## config.mk

```make
export PLATFORM = sky130hd
export DESIGN_NAME = branch_resolve_unit
export DESIGN_NICKNAME = d
export VERILOG_FILES = /design/src/rtl/branch_resolve_unit.sv
export SDC_FILE = /design/constraint.sdc
export NUM_CORES = 1
export LEC_CHECK = 0
export CELL_PAD_IN_SITES_DETAIL_PLACEMENT = 0
export CELL_PAD_IN_SITES_GLOBAL_PLACEMENT = 1
export CORE_ASPECT_RATIO = 1.25
export CORE_UTILIZATION = 25
export CTS_CLUSTER_SIZE = 14
export DETAILED_ROUTE_END_ITERATION = 16
export PLACE_DENSITY_LB_ADDON = 0.1
export REMOVE_ABC_BUFFERS = 1
export SLEW_MARGIN = 25
export SYNTH_ARGS = -nofsm -noshare
export SYNTH_HDL_FRONTEND = slang
export SYNTH_SLANG_ARGS = --single-unit
export TNS_END_PERCENT = 1
```

## constraint.sdc

```tcl
create_clock -name clk_i -period 9.3 [get_ports clk_i]
set_input_delay 1.86 -clock clk_i [delete_from_list [all_inputs] [get_ports clk_i]]
set_output_delay 1.86 -clock clk_i [all_outputs]
set_load 0.1 [all_outputs]
```

## src/rtl/branch_resolve_unit.sv

```systemverilog
// In-order resolution queue for gshare predictions: trains the table, redirects fetch on a miss.
// Optional statistics counters are built only when BRU_STATS_EN is defined.
module branch_resolve_unit #(
    parameter int HISTORY_SIZE = 4,
    parameter int DEPTH        = 4,
    parameter int CNT_WIDTH    = 16
) (
    input  logic                       clk_i,
    input  logic                       reset_i,
    input  logic                       pred_valid_i,
    output logic                       pred_ready_o,
    input  logic                       pred_taken_i,
    input  logic [31:0]                pred_PC_i,
    input  logic [31:0]                pred_seq_PC_i,
    input  logic [HISTORY_SIZE-1:0]    pred_index_i,
    input  logic                       res_valid_i,
    input  logic                       res_taken_i,
    input  logic [31:0]                res_target_i,
    output logic                       upd_valid_o,
    output logic [HISTORY_SIZE-1:0]    upd_index_o,
    output logic                       upd_taken_o,
    output logic [31:0]                upd_target_o,
    output logic                       mispredict_o,
    output logic [31:0]                redirect_PC_o,
    output logic [$clog2(DEPTH):0]     occupancy_o,
    output logic [CNT_WIDTH-1:0]       branch_count_o,
    output logic [CNT_WIDTH-1:0]       mispredict_count_o
);

    localparam int PTR_W = $clog2(DEPTH);
    localparam int OCC_W = PTR_W + 1;
    localparam logic [OCC_W-1:0] FULL = OCC_W'(DEPTH);

    typedef enum logic {RUN, FLUSH} state_t;
    state_t state;

    logic                    q_taken [DEPTH];
    logic [31:0]             q_pc    [DEPTH];
    logic [31:0]             q_seq   [DEPTH];
    logic [HISTORY_SIZE-1:0] q_index [DEPTH];

    logic [PTR_W-1:0] wr_ptr;
    logic [PTR_W-1:0] rd_ptr;
    logic [OCC_W-1:0] count;

    logic                    push;
    logic                    resolve;
    logic                    miss;
    logic                    head_taken;
    logic [31:0]             head_pc;
    logic [31:0]             head_seq;
    logic [HISTORY_SIZE-1:0] head_index;

    assign occupancy_o  = count;
    assign pred_ready_o = (state == RUN) && (count < FULL);

    assign head_taken = q_taken[rd_ptr];
    assign head_pc    = q_pc[rd_ptr];
    assign head_seq   = q_seq[rd_ptr];
    assign head_index = q_index[rd_ptr];

    // Resolves never bypass a same-cycle push: an empty queue makes the resolve an orphan.
    assign push    = pred_valid_i && pred_ready_o;
    assign resolve = res_valid_i && (state == RUN) && (count != '0);
    assign miss    = resolve &&
                     ((res_taken_i != head_taken) ||
                      (res_taken_i && head_taken && (res_target_i != head_pc)));

    always_ff @(posedge clk_i) begin
        if (push && !miss) begin
            q_taken[wr_ptr] <= pred_taken_i;
            q_pc[wr_ptr]    <= pred_PC_i;
            q_seq[wr_ptr]   <= pred_seq_PC_i;
            q_index[wr_ptr] <= pred_index_i;
        end
    end

    always_ff @(posedge clk_i) begin
        if (reset_i) begin
            state         <= RUN;
            wr_ptr        <= '0;
            rd_ptr        <= '0;
            count         <= '0;
            upd_valid_o   <= 1'b0;
            upd_index_o   <= '0;
            upd_taken_o   <= 1'b0;
            upd_target_o  <= '0;
            mispredict_o  <= 1'b0;
            redirect_PC_o <= '0;
        end else begin
            upd_valid_o  <= resolve;
            mispredict_o <= miss;
            if (resolve) begin
                upd_index_o  <= head_index;
                upd_taken_o  <= res_taken_i;
                upd_target_o <= res_target_i;
            end
            if (miss) begin
                redirect_PC_o <= res_taken_i ? res_target_i : head_seq;
            end

            case (state)
                RUN:     state <= miss ? FLUSH : RUN;
                FLUSH:   state <= RUN;
                default: state <= RUN;
            endcase

            // Everything younger than the mispredicted branch is wrong-path.
            if (miss) begin
                wr_ptr <= '0;
                rd_ptr <= '0;
                count  <= '0;
            end else begin
                if (push)
                    wr_ptr <= wr_ptr + PTR_W'(1);
                if (resolve)
                    rd_ptr <= rd_ptr + PTR_W'(1);
                if (push && !resolve)
                    count <= count + OCC_W'(1);
                else if (!push && resolve)
                    count <= count - OCC_W'(1);
            end
        end
    end

`ifdef BRU_STATS_EN
    logic [CNT_WIDTH-1:0] branch_cnt;
    logic [CNT_WIDTH-1:0] miss_cnt;

    always_ff @(posedge clk_i) begin
        if (reset_i) begin
            branch_cnt <= '0;
            miss_cnt   <= '0;
        end else begin
            if (resolve && (branch_cnt != '1))
                branch_cnt <= branch_cnt + CNT_WIDTH'(1);
            if (miss && (miss_cnt != '1))
                miss_cnt <= miss_cnt + CNT_WIDTH'(1);
        end
    end

    assign branch_count_o     = branch_cnt;
    assign mispredict_count_o = miss_cnt;
`else
    assign branch_count_o     = '0;
    assign mispredict_count_o = '0;
`endif

endmodule

```

==> results.py <==
metrics = {
    "clocking": {
        "cts_tree": "done",
        "postCtsResizedCells": 0,
        "clockBufferDepth": 3,
        "cts-hold-fix-buffers": 0,
        "ctsRootBufferMaster": "clkbuf_16",
        "clk-insertion-delay-late_ns": 0.53,
        "cts_inserted_buffers": 40,
        "post_cts_buffers": 0,
        "cts_sinks": 357,
        "cts_max_level": 2,
        "path_clk_slew_ns": 0.06,
    },
    "floorplanning": {
        "fp.coreArea_um2": 54100,
        "io_pins": 213,
        "start_util_pct": 25.4,
        "fp.dieArea_um2": 56000,
        "die_w_um": 212,
        "die_y_um": 264,
        "row_count": 95,
    },
    "global_route": {
        "grt_pass1_wl_um": 54800,
        "grt_overflow": 0,
        "grt.total_usage_pct": 13.7,
        "grt_max_degree": 56,
        "grt_pass1_vias": 7737,
        "antenna_found_initial": 0,
    },
    "worst_setup_path": {
        "critical_path.cell_chain": "clkdlybuf4s50_1, xnor2_1, nand4_1, nor4_2, nand2_1, a21o_2, buf_4, a21oi_4, buf_4",
        "critPathRequiredTime_ns": 9.45,
        "worstSetupEndpointType": "flop",
        "worstSetupPathType": "primary input to flop",
        "worstSetupStartpointType": "primary input",
        "critPathMaxStageDelay_ns": 0.81,
        "cp_common_cell": "buf_4",
        "cp_max_fo": 55,
        "cp.arrival_ns": 5.81,
        "cpMaxStageDelayCell": "buf_4",
    },
    "timing": {
        "finalMaxSlewViolations": 0,
        "fmax_mhz": 177,
        "skew_ns": 0.0195,
        "whs_ns": 0.451,
        "worstMarginPinSlew_ns": 1.02,
        "fin_crit_ns": 5.66,
        "setup_viol": 0,
        "finalSetupTns_ns": 0,
        "fin_crit_sh_pct": 60.9,
        "rsz0062_at_grt": "false",
        "fin_ws_ns": 3.64,
        "hold_viol": 0,
        "maxSlewHeadroom_pct": 32.0,
    },
    "drt": {
        "routedWlPerCell_um": 21.8,
        "ant_nets": 0,
        "drt_iter0_markers": 344,
        "vias": 7264,
        "drc": 0,
        "first_pass_iters": 4,
        "routed_via_density": 4.21,
        "drt-total-wl_um": 37600,
    },
    "synth": {
        "synth_area_um2": 13800,
        "async_reset_ff_share_pct": 0,
        "ys_seq_area_share_pct": 72.0,
        "syn-mean-instance-area_um2": 17.8,
        "synth_edf_count": 276,
        "synthCells": 771,
        "synth-seq-cells": 357,
        "synth_warnings": 0,
        "synth_ff_type": "edfxtp_1",
        "ys_types": 28,
    },
    "cells_and_area": {
        "fin_nets": 1077,
        "regArea_um2": 9920,
        "area_growth_pct": 28.3,
        "drive_above_1_share_pct": 19.3,
        "fillers": 5304,
        "multiInputGateArea_um2": 3560,
    },
    "placement": {
        "hpwlAfterDp_um": 23600,
        "io_buffer_count": 180,
        "pre_cts_ws_ns": 2.80,
        "gp_congestion": 0.666,
    },
    "pwr": {
        "p_leak_nw": 5.58,
        "powerDensity_nw_per_um2": 315,
        "ir_drop_v": 0.000232,
    },
    "run": {
        "maxCapViolations": 0,
    },
    "worst_hold_path": {
        "min_path_type": "flop to flop",
    },
    "status": {
        "status": "completed",
    },
}
==> sequential cells by signal, summed over array words and instances, names as in the netlist, 2 cells and up, named ones only <==
name,flops
rd_ptr,2
redirect_PC_o,32
wr_ptr,2
q_index,16
q_taken,4
upd_index_o,4
q_pc,128
occupancy_o,3
upd_target_o,32
q_seq,128
==> layout by cell type, fill, tap and decap left out, types with 8 or more instances in the layout <==
master	synthesis	routed
nor3_1	8	8
clkbuf_1	28	9
a21oi_1	42	38
conb_1	1	32
edfxtp_1	276	276
mux2_2	32	32
clkbuf_16	0	41
buf_4	32	14
xnor2_1	35	35
dfxtp_1	81	79
a32o_1	32	32
nand2_1	81	81
nand4_1	8	8
mux4_2	69	69
clkdlybuf4s50_1	0	177
==> through the flow <==
step	total power, mW	cells	utilization, %	instance area [um^2]
final	5.57	1724	32.6	17700
after global routing	5.84	1723	32.6	17700
after CTS	5.68	1722	32.6	17600
after detailed placement	4.07	1648	30.2	16300
after global placement	4.08	1648	30.2	16300
after floorplan	3.47	726	-	13400
==> cells in the mapped netlist, types with 2 or more instances <==
master | n | area [um^2]
edfxtp_1 | 276 | 8290
buf_4 | 32 | 240
xnor2_1 | 35 | 307
ha_1 | 6 | 75.1
dfxtp_1 | 81 | 1620
buf_1 | 5 | 18.8
nand4_1 | 8 | 50.1
buf_6 | 5 | 56.3
nor2_1 | 4 | 15.0
nor4_2 | 2 | 25.0
nor3_1 | 8 | 40.0
mux2_2 | 32 | 360
clkbuf_1 | 28 | 105
mux4_2 | 69 | 1550
a21o_1 | 2 | 15.0
inv_1 | 5 | 18.8
buf_2 | 6 | 30.0
and2_1 | 3 | 18.8
a21oi_1 | 42 | 210
a32o_1 | 32 | 320
xor2_1 | 3 | 26.3
nand2_1 | 81 | 304
==> layout make-up <==
cell class                      count  area share [%]
Inverter                            5           0.106
Clock inverter                     20            1.13
Antenna cell                        1          0.0142
Clock buffer                       54            6.31
Sequential cell                   357            56.2
Multi-Input combinational cell    364            20.1
Tap cell                          727            5.15
Timing Repair Buffer              196            11.0
==> worst paths after layout <==
path | start | to | slack (ns) | cells after the start
max | res_target_i[3] | q_seq[0][4]$_DFFE_PP_ | 3.64 | 9
min | upd_target_o[24]$_SDFFE_PP0P_ | upd_target_o[24]$_SDFFE_PP0P_ | 0.45 | 2
max reg2reg | flop | q_seq[0][4]$_DFFE_PP_ | 3.80 | 10
min reg2reg | upd_target_o[24]$_SDFFE_PP0P_ | upd_target_o[24]$_SDFFE_PP0P_ | 0.45 | 2
==> routing by layer <==
metal | share of wire, % | global-route usage, % | vias to the layer above
met4 | 1.7 | 3.54 | 0
met2 | 51 | 23.3 | 186
met5 | 0 | 0 | -
li1 | - | - | 3333
met1 | 43 | 17.9 | 3705
met3 | 4.0 | 2.31 | 40
==> critical path: cells and delay by family <==
family,cells,cell delay (ns)
compound gates,2,0.96
xor+xnor,1,0.38
buf+inv,3,1.70
simple gates,3,0.83
==> power breakdown <==
| group | switching (mW) | internal [mW] | total, mW |
|---|---|---|---|
| clock | 0.630 | 0.952 | 1.58 |
| sequential | 0.115 | 2.01 | 2.13 |
| combinational | 1.26 | 0.598 | 1.86 |
==> cells by family (layout without fill, tap and decap cells) <==
kind of cell             after synthesis  count (layout)  share of synthesized area [%]
multiplexers                         102             102                           14.0
AO/OA/AOI/OAI                         78              78                           4.10
flip-flops                           357             357                           72.0
other                                  1              33                         0.0273
buffers and inverters                 81             275                           3.41
XOR/XNOR                              38              38                           2.42
adder cells (fa/ha/maj)                7               7                          0.691
AND/OR/NAND/NOR                      107             107                           3.34
No activity file was read; power rests on OpenSTA's default activity.
